--- config.mk ---
export PLATFORM = sky130hd
export DESIGN_NAME = mac_array_isoschedule
export DESIGN_NICKNAME = d
export VERILOG_FILES = /design/src/rtl/mac_array_isoschedule.sv
export SDC_FILE = /design/constraint.sdc
export NUM_CORES = 2
export LEC_CHECK = 0
export CORE_ASPECT_RATIO = 0.9
export CORE_MARGIN = 5
export CORE_UTILIZATION = 55
export CTS_CLUSTER_DIAMETER = 120
export CTS_CLUSTER_SIZE = 16
export DETAILED_ROUTE_END_ITERATION = 8
export HOLD_SLACK_MARGIN = 0.08
export PLACE_DENSITY = 0.78
export SLEW_MARGIN = 20
export SYNTH_ARGS = -nofsm -noshare
export SYNTH_HDL_FRONTEND = slang
export SYNTH_SLANG_ARGS = --single-unit
--- constraint.sdc ---
create_clock -name clk -period 13.2 [get_ports clk]
set_clock_uncertainty 0.05 [all_clocks]
set_input_delay 3.96 -clock clk [delete_from_list [all_inputs] [get_ports clk]]
set_output_delay 3.96 -clock clk [all_outputs]
set_load 0.01 [all_outputs]
--- src/rtl/mac_array_isoschedule.sv ---
// Multi-lane multiply-accumulate engine: product stage, accumulate stage, valid/ready result.
// Define MAC_SATURATE_EN for saturating per-lane accumulation instead of wrap-around.
`ifndef INPUT_WIDTH
`define INPUT_WIDTH 8
`endif
`ifndef WEIGHT_WIDTH
`define WEIGHT_WIDTH 8
`endif
`ifndef ACC_WIDTH
`define ACC_WIDTH 32
`endif

module mac_array_isoschedule #(
  parameter int LANES = 4,
  parameter int IN_W  = `INPUT_WIDTH,
  parameter int WT_W  = `WEIGHT_WIDTH,
  parameter int ACC_W = `ACC_WIDTH,
  parameter int LEN_W = 8
) (
  input  logic                   clk,
  input  logic                   rst,
  input  logic                   cfg_signed,
  input  logic [LEN_W-1:0]       cfg_len,
  input  logic                   in_valid,
  output logic                   in_ready,
  input  logic [LANES*IN_W-1:0]  in_act,
  input  logic [LANES*WT_W-1:0]  in_wgt,
  output logic                   out_valid,
  input  logic                   out_ready,
  output logic [LANES*ACC_W-1:0] out_acc,
  output logic                   busy
);
  localparam int PW = IN_W + WT_W;
  localparam logic [ACC_W-1:0] EXT_M = {ACC_W{1'b1}} << PW;

  if (ACC_W < PW) begin : g_bad_acc_w
    $error("ACC_W must be at least IN_W+WT_W");
  end

  logic             adv, fire, first, last, sgn_eff;
  logic [LEN_W-1:0] cnt_q, cnt_d, len_q, len_eff;
  logic             sgn_q;

  logic [LANES*PW-1:0] p_q, p_d;
  logic                p_valid_q, p_first_q, p_last_q, p_sgn_q;
  logic [PW-1:0]       ax, wx;

  logic [LANES*ACC_W-1:0] acc_q, acc_nx, out_acc_q;
  logic [ACC_W-1:0]       pe, base;
  logic                   out_valid_q;

  assign adv       = !out_valid_q || out_ready;
  assign in_ready  = adv;
  assign fire      = in_valid && adv;
  assign first     = (cnt_q == '0);
  assign out_valid = out_valid_q;
  assign out_acc   = out_acc_q;
  assign busy      = (cnt_q != '0) || p_valid_q;

  // Group framing: pick live config on the first beat, latched config afterwards.
  always_comb begin
    len_eff = len_q;
    sgn_eff = sgn_q;
    if (first) begin
      len_eff = (cfg_len == '0) ? LEN_W'(1) : cfg_len;
      sgn_eff = cfg_signed;
    end
    last  = (cnt_q == len_eff - LEN_W'(1));
    cnt_d = last ? '0 : cnt_q + LEN_W'(1);
  end

  // Beat counter and per-group configuration latch.
  always_ff @(posedge clk or posedge rst) begin
    if (rst) begin
      cnt_q <= '0;
      len_q <= '0;
      sgn_q <= 1'b0;
    end else if (fire) begin
      cnt_q <= cnt_d;
      if (first) begin
        len_q <= len_eff;
        sgn_q <= sgn_eff;
      end
    end
  end

  // Per-lane products; one multiplier handles both modes via operand extension.
  always_comb begin
    p_d = '0;
    ax  = '0;
    wx  = '0;
    for (int i = 0; i < LANES; i++) begin
      ax = {{WT_W{sgn_eff & in_act[i*IN_W+IN_W-1]}}, in_act[i*IN_W +: IN_W]};
      wx = {{IN_W{sgn_eff & in_wgt[i*WT_W+WT_W-1]}}, in_wgt[i*WT_W +: WT_W]};
      p_d[i*PW +: PW] = ax * wx;
    end
  end

  // Stage 1: product register with group markers.
  always_ff @(posedge clk or posedge rst) begin
    if (rst) begin
      p_q       <= '0;
      p_valid_q <= 1'b0;
      p_first_q <= 1'b0;
      p_last_q  <= 1'b0;
      p_sgn_q   <= 1'b0;
    end else if (adv) begin
      p_valid_q <= fire;
      if (fire) begin
        p_q       <= p_d;
        p_first_q <= first;
        p_last_q  <= last;
        p_sgn_q   <= sgn_eff;
      end
    end
  end

`ifdef MAC_SATURATE_EN
  localparam logic [ACC_W-1:0] SMAX = {1'b0, {(ACC_W-1){1'b1}}};
  localparam logic [ACC_W-1:0] SMIN = {1'b1, {(ACC_W-1){1'b0}}};
  logic [LANES-1:0] sat_q, sat_d;
  logic [ACC_W:0]   s;
  logic             hold, ovf;

  // Saturating accumulate; once clamped a lane holds its value until the next group.
  always_comb begin
    acc_nx = '0;
    sat_d  = sat_q;
    pe     = '0;
    base   = '0;
    s      = '0;
    hold   = 1'b0;
    ovf    = 1'b0;
    for (int i = 0; i < LANES; i++) begin
      pe   = ACC_W'(p_q[i*PW +: PW]) |
             ((p_sgn_q && p_q[i*PW+PW-1]) ? EXT_M : '0);
      base = p_first_q ? '0 : acc_q[i*ACC_W +: ACC_W];
      hold = !p_first_q && sat_q[i];
      if (p_sgn_q) s = {base[ACC_W-1], base} + {pe[ACC_W-1], pe};
      else         s = {1'b0, base} + {1'b0, pe};
      ovf  = p_sgn_q ? (s[ACC_W] ^ s[ACC_W-1]) : s[ACC_W];
      if (hold)
        acc_nx[i*ACC_W +: ACC_W] = base;
      else if (ovf)
        acc_nx[i*ACC_W +: ACC_W] = p_sgn_q ? (s[ACC_W] ? SMIN : SMAX) : '1;
      else
        acc_nx[i*ACC_W +: ACC_W] = s[ACC_W-1:0];
      sat_d[i] = hold | ovf;
    end
  end

  // Sticky saturation flags follow the accumulator enable.
  always_ff @(posedge clk or posedge rst) begin
    if (rst)                   sat_q <= '0;
    else if (adv && p_valid_q) sat_q <= sat_d;
  end
`else
  // Wrapping accumulate of the extended products.
  always_comb begin
    acc_nx = '0;
    pe     = '0;
    base   = '0;
    for (int i = 0; i < LANES; i++) begin
      pe   = ACC_W'(p_q[i*PW +: PW]) |
             ((p_sgn_q && p_q[i*PW+PW-1]) ? EXT_M : '0);
      base = p_first_q ? '0 : acc_q[i*ACC_W +: ACC_W];
      acc_nx[i*ACC_W +: ACC_W] = base + pe;
    end
  end
`endif

  // Stage 2: accumulator and held output register.
  always_ff @(posedge clk or posedge rst) begin
    if (rst) begin
      acc_q       <= '0;
      out_acc_q   <= '0;
      out_valid_q <= 1'b0;
    end else if (adv) begin
      out_valid_q <= 1'b0;
      if (p_valid_q) begin
        if (p_last_q) begin
          out_acc_q   <= acc_nx;
          out_valid_q <= 1'b1;
          acc_q       <= '0;
        end else begin
          acc_q <= acc_nx;
        end
      end
    end
  end
endmodule

==> impl_metrics.yaml <==
finish:
  area_delta_synth_final_pct: 10.8
  final_layout_size_suffix_gt1_share_pct: 4.05
  final_area_mm2: 0.0342
  final_nets: 4074
drt:
  initialDrtViolationCount: 1637
  vias_per_cell: 5.57
  dr_total_vias: 23600
  drcViolationCount: 0
  final_antenna_net_count: 0
  drt-pass1-iter-count: 5
  wire_per_inst_um: 17.0
  drt-total-wl_mm: 72.1
synthesis:
  synth_common_cells: "491 x nand2_1, 381 x inv_1, 342 x dfrtp_1"
  ys_ff_latch: 342
  synthesis.nets: 3957
  yosys.area_share.xor_xnor_pct: 5.09
  synth_cell_type_count: 82
  netlist_instances: 3365
  synth_area_mm2: 0.0309
  synth_most_common_cell: "nand2_1"
  netlist.area_leader.share_pct: 27.7
  synth.avg_cell_area_um2: 9.18
  synth-simple-area-share_pct: 17.0
  yosysSeqAreaShare_pct: 27.7
  synthArstFlopShare_pct: 100
  synth_compound_area_share_pct: 14.5
  synthAdderAreaFrac_pct: 27.1
  synth_ff_type: "dfrtp_1"
  synthMuxAreaShare_pct: 2.28
  synth-edff-count: 0
  synth_warnings: 0
  synthTopCellsByArea: "dfrtp_1 28%, fa_1 17%, ha_1 10%, nand2_1 6.0%, inv_1 4.6%"
  yosysTopAreaCell: "dfrtp_1"
  synth_top_family_by_area: "adder cells"
floorplanning:
  core_mm2: 0.0556
  rows: 82
  pin_count: 208
  start_util_pct: 55.5
  dieArea_mm2: 0.0610
  die_w_um: 260
  die_h_um: 235
sta:
  layout_setup_ws_ns: 3.82
  timing.fmax_ghz: 0.107
  grt_setup_unrepaired: "false"
  period_needed_ns: 9.38
  drv_slew: 0
  relSlewSlack_pct: 26.5
  final-hold-violation-count: 0
  hold_ws_ns: 0.421
  tightest_slew_ns: 1.10
  final.setup.tns_ns: 0
  setup_viol: 0
  min_period_over_period_pct: 71.1
cts:
  cts_hold_buffers: 0
  htree_levels: 1
  clkSlewWorstSetupHoldPaths_ns: 0.07
  clock-sinks: 342
  clock_path_buffers: 3
  cts_made_buffers: 25
  cts-resized-gates: 0
  clockRootBuffer: "clkbuf_16"
  cts_setup_buffers: 0
  insertion_delay_ns: 0.56
  cts_tree: "built"
grt:
  antenna_found_initial: 1
  grt_use_total_pct: 23.5
  grt_max_degree: 177
  grt_pass1_vias: 23400
  grt_overflow: 0
  grt_pass1_wl_mm: 120
pwr:
  ir_drop_mv: 0.127
  p_comb_share_pct: 60.9
  intPower_w: 0.00342
  netSwitchingFraction_pct: 44.1
  netSwitchingPower_w: 0.00269
  p_leak_nw: 16.9
  total_power_w: 0.00612
  powerDensity_mw_per_mm2: 179
  p_clk_share_pct: 11.5
  power_frac_seq_pct: 27.6
setup_path:
  crit_type: "in -> out"
  worst-endpoint-required_ns: 9.19
  r2r_start: "cnt_q[0]"
  rr_worst_depth: 26
  cp.arrival_ns: 5.37
  end_kind: "primary output"
  r2r_slack_ns: 6.08
  start_kind: "input port"
  reg2reg_to: "p_q[47]"
  path_max_fanout: 8
place:
  pre_cts_ws_ns: 3.27
  place_hpwl_mm: 54.5
  io_buffers: 207
  placed_area_mm2: 0.0336
  place.gp.congestion: 0.909
flow_run:
  maxCapViolCount: 0
hold_path:
  min_path_cells: 2
  hold_path_class: "reg -> reg"
  min_from: "acc_q[93]"
  hold_end: "acc_q[93]"
outcome:
  status: "finished, final reports clean"
[cell usage in the layout (no fill, tap or decap), types with 11 or more instances in the layout]
cell type / count
dfrtp_1: 341
or3_1: 12
o21bai_1: 33
a21o_1: 78
o21ai_0: 196
clkbuf_16: 25
inv_1: 380
buf_4: 15
fa_1: 256
nor3_1: 20
a211o_1: 13
o31ai_1: 26
nand2_1: 488
and2_1: 166
o21a_1: 22
xor2_1: 38
clkdlybuf4s50_1: 207
ha_1: 259
nor2b_1: 141
mux2_2: 57
a22o_1: 60
o211ai_1: 16
a211oi_1: 22
nand3_1: 60
xnor2_1: 139
a31oi_1: 13
a21oi_1: 135
and3_1: 11
nor2_1: 90
[power by group through the flow]
stage,registers [W],logic [W],clock network [W]
floorplan,0.00162,0.00280,0
global placement,0.00169,0.00360,0
detailed placement,0.00169,0.00370,0
CTS,0.00168,0.00373,0.000722
global route,0.00173,0.00422,0.000757
finish,0.00169,0.00373,0.000703
[worst max path at each step]
stage,startpoint,endpoint,slack (ns),cells after the start
5_1_grt,cfg_signed,p_q[63],3.43,23
3_3_place_gp,cfg_signed,p_q[63],3.43,23
3_5_place_dp,cfg_signed,p_q[47],3.27,23
2_1_floorplan,cfg_signed,p_q[63],4.43,21
4_1_cts,out_ready,in_ready,3.81,3
6_report,out_ready,in_ready,3.82,3
[critical path, cell delays in order]
cell and delay (ns):
clkdlybuf4s50_1 0.45, nand2b_1 0.34, clkdlybuf4s50_1 0.62
[cell type report]
cell class	count	area [um^2]
Antenna cell	1	2.50
Clock inverter	1	11.3
Tap cell	756	946
Timing Repair Buffer	224	2230
Sequential cell	342	8560
Inverter	381	1430
Multi-Input combinational cell	2508	20400
Clock buffer	26	629
Fill cell	4832	21400
[kinds of logic after synthesis]
logic type / after synthesis
buffers and inverters: 515
adders and majority gates: 515
muxes: 63
AOI/OAI and AO/OA: 682
xor gates and xnor gates: 178
DFF: 342
and+or+nand+nor: 1070
[stage by stage]
stage	util [%]	cells
6_report	61.5	4239
5_1_grt	61.5	4239
4_1_cts	61.5	4237
3_5_place_dp	60.3	4210
3_3_place_gp	60.3	4210
2_1_floorplan	-	3365
[flip-flops by register name (all words and copies together) (netlist names)]
signal,cells
p_last_q,1
out_valid,1
p_q,64
out_acc,128
p_sgn_q,1
p_valid_q,1
cnt_q,8
sgn_q,1
p_first_q,1
acc_q,128
len_q,8
[per-layer routing]
| metal | global-route usage (%) | vias up | wire length [um] |
|---|---|---|---|
| li1 | - | 11400 | - |
| met1 | 35.3 | 11600 | 34000 |
| met2 | 36.9 | 529 | 32100 |
| met3 | 3.27 | 73 | 4460 |
| met4 | 4.96 | 0 | 1410 |
| met5 | 0 | - | 0 |
Note: power is estimated with default switching activity, not from simulation.
